--- src/rtl/adbg_or1k_cpu_stall_ctrl_if.sv ---
// Signal bundle between the debug stall/reset logic and the OR1K pipeline
// control. The stall controller sits on the slave side; a driver or the
// surrounding debug/pipeline glue sits on the master side.
interface adbg_or1k_cpu_stall_ctrl_if;

    // Requests from the debug status register, already in the CPU domain
    logic       dbg_stall_i;
    logic       dbg_rst_i;
    logic       step_en_i;

    // Pipeline events and status
    logic       trap_i;
    logic       wp_hit_i;
    logic       insn_retire_i;
    logic       pipe_idle_i;

    // Controls and status back to pipeline and debug unit
    logic       pipe_freeze_o;
    logic       core_rst_o;
    logic       bp_o;
    logic       halted_o;
    logic [2:0] stop_cause_o;
    logic       drain_to_o;

    modport slave (
        input  dbg_stall_i,
        input  dbg_rst_i,
        input  step_en_i,
        input  trap_i,
        input  wp_hit_i,
        input  insn_retire_i,
        input  pipe_idle_i,
        output pipe_freeze_o,
        output core_rst_o,
        output bp_o,
        output halted_o,
        output stop_cause_o,
        output drain_to_o
    );

    modport master (
        output dbg_stall_i,
        output dbg_rst_i,
        output step_en_i,
        output trap_i,
        output wp_hit_i,
        output insn_retire_i,
        output pipe_idle_i,
        input  pipe_freeze_o,
        input  core_rst_o,
        input  bp_o,
        input  halted_o,
        input  stop_cause_o,
        input  drain_to_o
    );

endinterface

--- src/rtl/adbg_or1k_cpu_stall_ctrl.sv ---
// CPU-side responder of the OR1K debug stall/reset handshake. Freezes and
// drains the pipeline on a host stall or a debug event (trap, watchpoint,
// single-step), reports halted state and stop cause, emits the one-cycle
// breakpoint pulse, and stretches debug core resets to a minimum width.
// All outputs are registered; they reflect the state entered at the last edge.
module adbg_or1k_cpu_stall_ctrl #(
    parameter int unsigned DRAIN_TIMEOUT = 64,
    parameter int unsigned RST_CYCLES    = 4
) (
    input  logic                             cpu_clk_i,
    input  logic                             rst_ni,
    adbg_or1k_cpu_stall_ctrl_if.slave        ctrl
);

    // One counter is shared by DRAIN (timeout) and CRST (pulse width), so it
    // is sized for the larger of the two limits plus one bit of headroom.
    localparam int unsigned MAX_CNT = (DRAIN_TIMEOUT > RST_CYCLES) ? DRAIN_TIMEOUT : RST_CYCLES;
    localparam int unsigned CNT_W   = $clog2(MAX_CNT) + 1;

    localparam logic [CNT_W-1:0] DRAIN_LAST = CNT_W'(DRAIN_TIMEOUT - 1);
    localparam logic [CNT_W-1:0] RST_LAST   = CNT_W'(RST_CYCLES - 1);
    localparam logic [CNT_W-1:0] RST_SAT    = CNT_W'(RST_CYCLES);
    localparam logic [CNT_W-1:0] CNT_ONE    = CNT_W'(1);
    localparam logic [CNT_W-1:0] CNT_ZERO   = '0;

    typedef enum logic [1:0] {
        ST_RUN   = 2'd0,
        ST_DRAIN = 2'd1,
        ST_HALT  = 2'd2,
        ST_CRST  = 2'd3
    } state_e;

    typedef enum logic [2:0] {
        CAUSE_NONE = 3'd0,
        CAUSE_HOST = 3'd1,
        CAUSE_TRAP = 3'd2,
        CAUSE_WP   = 3'd3,
        CAUSE_STEP = 3'd4
    } cause_e;

    state_e           r_state;
    logic [CNT_W-1:0] r_cnt;
    cause_e           r_cause;
    logic             r_drain_to;
    logic             r_freeze;
    logic             r_core_rst;
    logic             r_bp;
    logic             r_halted;

    state_e           w_state_next;
    logic [CNT_W-1:0] w_cnt_next;
    cause_e           w_cause_next;
    logic             w_drain_to_next;
    logic             w_freeze_next;
    logic             w_core_rst_next;
    logic             w_bp_next;
    logic             w_halted_next;

    logic             w_stop_req;
    cause_e           w_stop_cause;
    logic             w_stop_bp;
    logic             w_cnt_inc;
    logic             w_enter_drain;

    // Prioritise the reasons to leave RUN: debug events beat a plain host stall.
    always_comb begin
        w_stop_req   = 1'b0;
        w_stop_cause = CAUSE_NONE;
        w_stop_bp    = 1'b0;
        if (ctrl.trap_i) begin
            w_stop_req   = 1'b1;
            w_stop_cause = CAUSE_TRAP;
            w_stop_bp    = 1'b1;
        end else if (ctrl.wp_hit_i) begin
            w_stop_req   = 1'b1;
            w_stop_cause = CAUSE_WP;
            w_stop_bp    = 1'b1;
        end else if (ctrl.step_en_i && ctrl.insn_retire_i) begin
            w_stop_req   = 1'b1;
            w_stop_cause = CAUSE_STEP;
            w_stop_bp    = 1'b1;
        end else if (ctrl.dbg_stall_i) begin
            w_stop_req   = 1'b1;
            w_stop_cause = CAUSE_HOST;
            w_stop_bp    = 1'b0;
        end
    end

    // Next state, counter and sticky status; a debug core reset wins from any
    // non-reset state and wipes the stop cause and timeout flag.
    always_comb begin
        w_state_next    = r_state;
        w_cnt_next      = r_cnt;
        w_cause_next    = r_cause;
        w_drain_to_next = r_drain_to;
        w_cnt_inc       = 1'b0;

        if (r_state != ST_CRST && ctrl.dbg_rst_i) begin
            w_state_next    = ST_CRST;
            w_cnt_next      = CNT_ZERO;
            w_cause_next    = CAUSE_NONE;
            w_drain_to_next = 1'b0;
        end else begin
            unique case (r_state)
                ST_RUN: begin
                    if (w_stop_req) begin
                        w_state_next = ST_DRAIN;
                        w_cnt_next   = CNT_ZERO;
                        w_cause_next = w_stop_cause;
                    end
                end
                ST_DRAIN: begin
                    // A drop of the host stall is deliberately ignored here:
                    // the drain always runs to completion.
                    if (ctrl.pipe_idle_i) begin
                        w_state_next = ST_HALT;
                    end else if (r_cnt == DRAIN_LAST) begin
                        w_state_next    = ST_HALT;
                        w_drain_to_next = 1'b1;
                    end else begin
                        w_cnt_inc = 1'b1;
                    end
                end
                ST_HALT: begin
                    if (!ctrl.dbg_stall_i) begin
                        w_state_next    = ST_RUN;
                        w_cause_next    = CAUSE_NONE;
                        w_drain_to_next = 1'b0;
                    end
                end
                ST_CRST: begin
                    if (r_cnt >= RST_LAST && !ctrl.dbg_rst_i) begin
                        w_state_next = ST_RUN;
                        w_cnt_next   = CNT_ZERO;
                    end else if (r_cnt < RST_SAT) begin
                        w_cnt_inc = 1'b1;
                    end
                end
                default: begin
                    w_state_next    = ST_RUN;
                    w_cnt_next      = CNT_ZERO;
                    w_cause_next    = CAUSE_NONE;
                    w_drain_to_next = 1'b0;
                end
            endcase
        end

        if (w_cnt_inc) begin
            w_cnt_next = r_cnt + CNT_ONE;
        end
    end

    // Moore outputs derived from the state being entered, so the registered
    // copies line up with that state in the following cycle.
    always_comb begin
        w_freeze_next   = 1'b0;
        w_core_rst_next = 1'b0;
        w_halted_next   = 1'b0;
        w_enter_drain   = (r_state == ST_RUN) && (w_state_next == ST_DRAIN);
        w_bp_next       = w_enter_drain && w_stop_bp;
        unique case (w_state_next)
            ST_RUN: begin
                w_freeze_next = 1'b0;
            end
            ST_DRAIN: begin
                w_freeze_next = 1'b1;
            end
            ST_HALT: begin
                w_freeze_next = 1'b1;
                w_halted_next = 1'b1;
            end
            ST_CRST: begin
                w_freeze_next   = 1'b1;
                w_core_rst_next = 1'b1;
            end
            default: begin
                w_freeze_next = 1'b0;
            end
        endcase
    end

    // State, shared counter and sticky stop status.
    always_ff @(posedge cpu_clk_i or negedge rst_ni) begin
        if (!rst_ni) begin
            r_state    <= ST_RUN;
            r_cnt      <= CNT_ZERO;
            r_cause    <= CAUSE_NONE;
            r_drain_to <= 1'b0;
        end else begin
            r_state    <= w_state_next;
            r_cnt      <= w_cnt_next;
            r_cause    <= w_cause_next;
            r_drain_to <= w_drain_to_next;
        end
    end

    // Registered pipeline controls and status flags.
    always_ff @(posedge cpu_clk_i or negedge rst_ni) begin
        if (!rst_ni) begin
            r_freeze   <= 1'b0;
            r_core_rst <= 1'b0;
            r_bp       <= 1'b0;
            r_halted   <= 1'b0;
        end else begin
            r_freeze   <= w_freeze_next;
            r_core_rst <= w_core_rst_next;
            r_bp       <= w_bp_next;
            r_halted   <= w_halted_next;
        end
    end

    assign ctrl.pipe_freeze_o = r_freeze;
    assign ctrl.core_rst_o    = r_core_rst;
    assign ctrl.bp_o          = r_bp;
    assign ctrl.halted_o      = r_halted;
    assign ctrl.stop_cause_o  = r_cause;
    assign ctrl.drain_to_o    = r_drain_to;

endmodule

--- src/flat_wrapper.sv ---
// flat-port wrapper written by rule: the top's interface ports become plain ports
module adbg_or1k_cpu_stall_ctrl_flat 
#(
    parameter int unsigned DRAIN_TIMEOUT = 64,
    parameter int unsigned RST_CYCLES    = 4
)
  (cpu_clk_i, rst_ni, ctrl_dbg_stall_i, ctrl_dbg_rst_i, ctrl_step_en_i, ctrl_trap_i, ctrl_wp_hit_i, ctrl_insn_retire_i, ctrl_pipe_idle_i, ctrl_pipe_freeze_o, ctrl_core_rst_o, ctrl_bp_o, ctrl_halted_o, ctrl_stop_cause_o, ctrl_drain_to_o);
  adbg_or1k_cpu_stall_ctrl_if ctrl_i ();
  input  logic cpu_clk_i;
  input  logic rst_ni;
  input wire logic [$bits(ctrl_i.dbg_stall_i)-1:0] ctrl_dbg_stall_i;
  input wire logic [$bits(ctrl_i.dbg_rst_i)-1:0] ctrl_dbg_rst_i;
  input wire logic [$bits(ctrl_i.step_en_i)-1:0] ctrl_step_en_i;
  input wire logic [$bits(ctrl_i.trap_i)-1:0] ctrl_trap_i;
  input wire logic [$bits(ctrl_i.wp_hit_i)-1:0] ctrl_wp_hit_i;
  input wire logic [$bits(ctrl_i.insn_retire_i)-1:0] ctrl_insn_retire_i;
  input wire logic [$bits(ctrl_i.pipe_idle_i)-1:0] ctrl_pipe_idle_i;
  output wire logic [$bits(ctrl_i.pipe_freeze_o)-1:0] ctrl_pipe_freeze_o;
  output wire logic [$bits(ctrl_i.core_rst_o)-1:0] ctrl_core_rst_o;
  output wire logic [$bits(ctrl_i.bp_o)-1:0] ctrl_bp_o;
  output wire logic [$bits(ctrl_i.halted_o)-1:0] ctrl_halted_o;
  output wire logic [$bits(ctrl_i.stop_cause_o)-1:0] ctrl_stop_cause_o;
  output wire logic [$bits(ctrl_i.drain_to_o)-1:0] ctrl_drain_to_o;
  assign ctrl_i.dbg_stall_i = ctrl_dbg_stall_i;
  assign ctrl_i.dbg_rst_i = ctrl_dbg_rst_i;
  assign ctrl_i.step_en_i = ctrl_step_en_i;
  assign ctrl_i.trap_i = ctrl_trap_i;
  assign ctrl_i.wp_hit_i = ctrl_wp_hit_i;
  assign ctrl_i.insn_retire_i = ctrl_insn_retire_i;
  assign ctrl_i.pipe_idle_i = ctrl_pipe_idle_i;
  assign ctrl_pipe_freeze_o = ctrl_i.pipe_freeze_o;
  assign ctrl_core_rst_o = ctrl_i.core_rst_o;
  assign ctrl_bp_o = ctrl_i.bp_o;
  assign ctrl_halted_o = ctrl_i.halted_o;
  assign ctrl_stop_cause_o = ctrl_i.stop_cause_o;
  assign ctrl_drain_to_o = ctrl_i.drain_to_o;
  adbg_or1k_cpu_stall_ctrl #(.DRAIN_TIMEOUT(DRAIN_TIMEOUT), .RST_CYCLES(RST_CYCLES)) u_core (.cpu_clk_i(cpu_clk_i), .rst_ni(rst_ni), .ctrl(ctrl_i));
endmodule
--- config.mk ---
export PLATFORM = sky130hd
export DESIGN_NAME = adbg_or1k_cpu_stall_ctrl_flat
export DESIGN_NICKNAME = d
export VERILOG_FILES = /design/src/rtl/adbg_or1k_cpu_stall_ctrl_if.sv /design/src/rtl/adbg_or1k_cpu_stall_ctrl.sv /design/src/flat_wrapper.sv
export SDC_FILE = /design/constraint.sdc
export NUM_CORES = 1
export LEC_CHECK = 0
export CAP_MARGIN = 0
export CORE_MARGIN = 2
export CORE_UTILIZATION = 60
export CTS_CLUSTER_DIAMETER = 100
export DETAILED_ROUTE_END_ITERATION = 8
export DONT_BUFFER_PORTS = 1
export PLACE_DENSITY = 0.84
export SYNTH_ARGS = -nofsm -noshare
export SYNTH_HDL_FRONTEND = slang
export SYNTH_SLANG_ARGS = --single-unit
--- constraint.sdc ---
create_clock -name cpu_clk_i -period 3.1 [get_ports cpu_clk_i]
set_input_delay 0.62 -clock cpu_clk_i [delete_from_list [all_inputs] [get_ports cpu_clk_i]]
set_output_delay 0.62 -clock cpu_clk_i [all_outputs]
set_load 0.03 [all_outputs]
==> impl_table.tex <==
\begin{tabular}{lr}
\hline
Metric & Value \\
\hline
\multicolumn{2}{l}{\textbf{Status}} \\
Outcome & completed \\
\multicolumn{2}{l}{\textbf{Logic synthesis}} \\
Cell taking the most area after synthesis & sky130\_fd\_sc\_hd\_\_dfrtp\_1 \\
Netlist cell types & 42 \\
Synthesized area divided by synthesized cell count & 9.45 µm² \\
Count of flip-flops with a built-in enable after synthesis & 0 \\
Post-synthesis sequential element count & 17 \\
Cell count after synthesis & 109 \\
Synth area leaders & sky130\_fd\_sc\_hd\_\_dfrtp\_1 (41\%), sky130\_fd\_sc\_hd\_\_ha\_1 (6.1\%), sky130\_fd\_sc\_hd\_\_nand2\_1 (5.5\%), sky130\_fd\_sc\_hd\_\_a211oi\_1 (2.9\%), sky130\_fd\_sc\_hd\_\_nor2\_1 (2.9\%) \\
Total nets after synthesis & 123 \\
Share of flip-flops with an asynchronous set or reset after synthesis & 100\% \\
Ys flop type & sky130\_fd\_sc\_hd\_\_dfrtp\_1 \\
Proportion of netlist area held by the largest area contributor & 41.3\% \\
Warnings, synthesis & 0 \\
Netlist Area Pre-Place & 1030 µm² \\
Seq/Total Area, Yosys & 41.3\% \\
\multicolumn{2}{l}{\textbf{Drt}} \\
Total Wirelength & 1970 µm \\
Via/cell ratio & 6.56 \\
Number of DRC markers in iteration 0 & 37 \\
DRC viols & 0 \\
Routed wirelength normalized by instance count & 15.0 µm \\
Routed Antenna Nets & 0 \\
Total number of vias & 860 \\
TritonRoute pass-1 iters & 4 \\
\multicolumn{2}{l}{\textbf{STA}} \\
Slew headroom & 52.4\% \\
Crit share post-route & 69.1\% \\
Unrepaired setup endpoints after global routing & no \\
Final number of hold-violating endpoints & 0 \\
Highest achievable clock rate & 467 MHz \\
Final worst path period need & 2.14 ns \\
Setup\_tns & 0 ns \\
Worst slew pin tran & 0.711 ns \\
Number of pins with negative max-slew slack in the final report & 0 \\
Final critical-path setup slack & 0.958 ns \\
Layout Skew & 0.00699 ns \\
Count of final setup violators & 0 \\
\multicolumn{2}{l}{\textbf{Critical path}} \\
Critical path data arrival time & 2.37 ns \\
Critical Path RT & 3.33 ns \\
Startpoint kind of the worst setup timing path & flip-flop \\
Biggest fanout along the worst timing path & 7 \\
Number of cells on the worst reg-to-reg path & 7 \\
Endpoint of the lowest-slack register-to-register path & u\_core.r\_cnt[2] \\
Flop-to-flop setup slack & 0.96 ns \\
Nature of the critical path endpoint & flip-flop \\
Reg2Reg Launch Point & u\_core.r\_state[1] \\
Crit Path Class & reg2reg \\
\multicolumn{2}{l}{\textbf{Final layout}} \\
Area growth syn-to-layout & 6.80\% \\
Share of post-route cells with drive strength above 1 & 13.9\% \\
Number of fill cells in the layout & 112 \\
Layout Nets & 130 \\
Count of inserted antenna diode cells & 0 \\
\multicolumn{2}{l}{\textbf{Floorplan}} \\
Area of the die & 2060 µm² \\
Die span in x & 45.4 µm \\
Num ports & 17 \\
Row count & 14 \\
Chip height & 45.4 µm \\
Core box area & 1560 µm² \\
Starting Density & 66.1\% \\
\multicolumn{2}{l}{\textbf{Min path}} \\
Source of the worst hold timing path & ctrl\_insn\_retire\_i \\
Type of the tightest min-delay check & in2reg \\
Worst hold path cell count & 2 \\
Hold-critical path endpoint & u\_core.ctrl.stop\_cause\_o[2] \\
\multicolumn{2}{l}{\textbf{Placement}} \\
Worst setup slack after placement & 0.942 ns \\
Quantity of I/O buffers inserted on ports & 0 \\
Dpl hpwl & 1480 µm \\
Final GP Congestion & 0.845 \\
\multicolumn{2}{l}{\textbf{GRT}} \\
Largest net degree at the start of global routing & 18 \\
Global route overflow & 0 \\
Via count of the first global-routing pass & 832 \\
Wire length of the first global-routing pass & 3310 µm \\
Overall Global Routing Usage & 21.5\% \\
Initial antenna violation count & 0 \\
\multicolumn{2}{l}{\textbf{Power}} \\
Sequential Power Share & 41.5\% \\
Design internal power & 0.522 mW \\
Highest ir drop seen on vdd & 639 µV \\
Pwr dens & 882 nW/µm² \\
Fraction of power spent switching nets & 46.1\% \\
Static power due to leakage & 0.521 nW \\
Logic pwr share & 45.8\% \\
Switching pwr & 0.447 mW \\
Clock network power share & 12.7\% \\
\multicolumn{2}{l}{\textbf{Job}} \\
Reported max-cap violation count & 0 \\
\multicolumn{2}{l}{\textbf{Clock network}} \\
Number of buffers added for setup after CTS & 0 \\
Count of hold buffers inserted by post-cts repair & 1 \\
Num CTS Buffers & 3 \\
Total number of clock tree sinks & 17 \\
Clock root buffer master & sky130\_fd\_sc\_hd\_\_clkbuf\_4 \\
Clock Latency Late Sink & 0.29 ns \\
Maximum level of the CTS H-tree & 1 \\
Resize count post-CTS & 0 \\
CTS tree & done \\
Maximum clock insertion buffer count & 2 \\
Post-CTS clock slew at the launch and capture registers of the worst setup and hold paths & 0.11 ns \\
\hline
\end{tabular}
stage by stage:
stage	cell area [µm²]	util [%]	hold WS (ns)	power, mW	std cells
finish	1100	70.5	0.451	0.970	131
global route	1100	70.5	0.462	1.04	131
CTS	1090	69.9	0.00000377	0.968	130
detailed placement	1050	67.3	0.325	0.843	125
global placement	1050	67.3	0.325	0.822	125
floorplan	1030	-	0.324	0.755	109
how the worst max path moves through the flow:
stage | slack, ns | cells after the start | startpoint | endpoint
after CTS | 0.97 | 7 | u_core.r_state[1] | u_core.r_cnt[2]
final | 0.96 | 7 | u_core.r_state[1] | u_core.r_cnt[2]
after floorplan | 1.21 | 5 | ctrl_step_en_i | u_core.r_cnt[2]
after detailed placement | 0.94 | 5 | ctrl_step_en_i | u_core.r_cnt[2]
after global placement | 1.05 | 6 | u_core.r_cnt[0] | u_core.r_cnt[5]
after global routing | 0.83 | 7 | u_core.r_state[1] | u_core.r_cnt[2]
power by group through the flow:
stage / Sequential, mW / Combinational, mW / Clock [mW]
6_report: 0.402 / 0.445 / 0.123
5_1_grt: 0.413 / 0.490 / 0.136
4_1_cts: 0.403 / 0.438 / 0.127
3_5_place_dp: 0.407 / 0.435 / 0
3_3_place_gp: 0.407 / 0.415 / 0
2_1_floorplan: 0.396 / 0.359 / 0
routing by layer:
metal / up-vias / track usage, % / wire [µm]
li1: 415 / - / -
met1: 417 / 27.6 / 927
met2: 24 / 36.6 / 948
met3: 4 / 2.78 / 72
met4: 0 / 7.65 / 22
met5: - / 0 / 0
sequential cells by signal, indices dropped and copies added (netlist names):
signal / cells
u_core.r_state: 2
u_core.ctrl.halted_o: 1
u_core.ctrl.core_rst_o: 1
u_core.ctrl.stop_cause_o: 3
u_core.ctrl.pipe_freeze_o: 1
u_core.r_cnt: 7
u_core.ctrl.bp_o: 1
u_core.ctrl.drain_to_o: 1
cells in the final DEF (no fill, tap or decap), types with 2 or more instances in the layout:
cell type | synthesis | final
sky130_fd_sc_hd__nor3b_1 | 2 | 2
sky130_fd_sc_hd__nor3_1 | 4 | 4
sky130_fd_sc_hd__o21bai_1 | 2 | 2
sky130_fd_sc_hd__inv_1 | 7 | 7
sky130_fd_sc_hd__ha_1 | 5 | 5
sky130_fd_sc_hd__nor2b_1 | 2 | 2
sky130_fd_sc_hd__a21o_1 | 3 | 3
sky130_fd_sc_hd__nand2_1 | 15 | 15
sky130_fd_sc_hd__clkbuf_4 | 0 | 3
sky130_fd_sc_hd__o21ai_0 | 3 | 3
sky130_fd_sc_hd__a31oi_1 | 2 | 2
sky130_fd_sc_hd__dlygate4sd3_1 | 0 | 2
sky130_fd_sc_hd__a211oi_1 | 4 | 4
sky130_fd_sc_hd__nand3_1 | 2 | 2
sky130_fd_sc_hd__a21oi_1 | 4 | 4
sky130_fd_sc_hd__nor2_1 | 8 | 8
sky130_fd_sc_hd__nand2b_1 | 3 | 3
sky130_fd_sc_hd__dfrtp_1 | 17 | 17
Yosys cell counts (2+ instances only):
cell                        n
sky130_fd_sc_hd__dfrtp_1   17
sky130_fd_sc_hd__nand2_1   15
sky130_fd_sc_hd__nor2_1     8
sky130_fd_sc_hd__inv_1      7
sky130_fd_sc_hd__ha_1       5
sky130_fd_sc_hd__a211oi_1   4
sky130_fd_sc_hd__a21oi_1    4
sky130_fd_sc_hd__nor3_1     4
sky130_fd_sc_hd__a21o_1     3
sky130_fd_sc_hd__nand2b_1   3
sky130_fd_sc_hd__o21ai_0    3
sky130_fd_sc_hd__a31oi_1    2
sky130_fd_sc_hd__nand3_1    2
sky130_fd_sc_hd__nor2b_1    2
sky130_fd_sc_hd__nor3b_1    2
sky130_fd_sc_hd__o21bai_1   2
area by class of cell:
type                    count  area [µm²]  area share (%)
clock inverters             1        7.51           0.683
well taps                  16        20.0            1.82
multi-input cells          84         574            52.2
clock buffers               3        22.5            2.05
repair buffers              2        20.0            1.82
flip-flops and latches     17         425            38.7
inverters                   8        30.0            2.73
kinds of logic after synthesis:
| logic type | share of synthesized area [%] |
|---|---|
| fa+ha+maj | 6.08 |
| compound gates | 27.5 |
| buf+inv | 2.92 |
| flops | 41.3 |
| mux | 1.09 |
| simple gates | 21.1 |
critical path, cell delays in order (launching register included):
cell	delay (ns)
sky130_fd_sc_hd__dfrtp_1	0.44
sky130_fd_sc_hd__inv_1	0.14
sky130_fd_sc_hd__ha_1	0.31
sky130_fd_sc_hd__nor2b_1	0.25
sky130_fd_sc_hd__a211oi_1	0.12
sky130_fd_sc_hd__a211oi_2	0.50
sky130_fd_sc_hd__o21bai_1	0.19
sky130_fd_sc_hd__a21o_1	0.12
(Power assumes the default switching activity.)
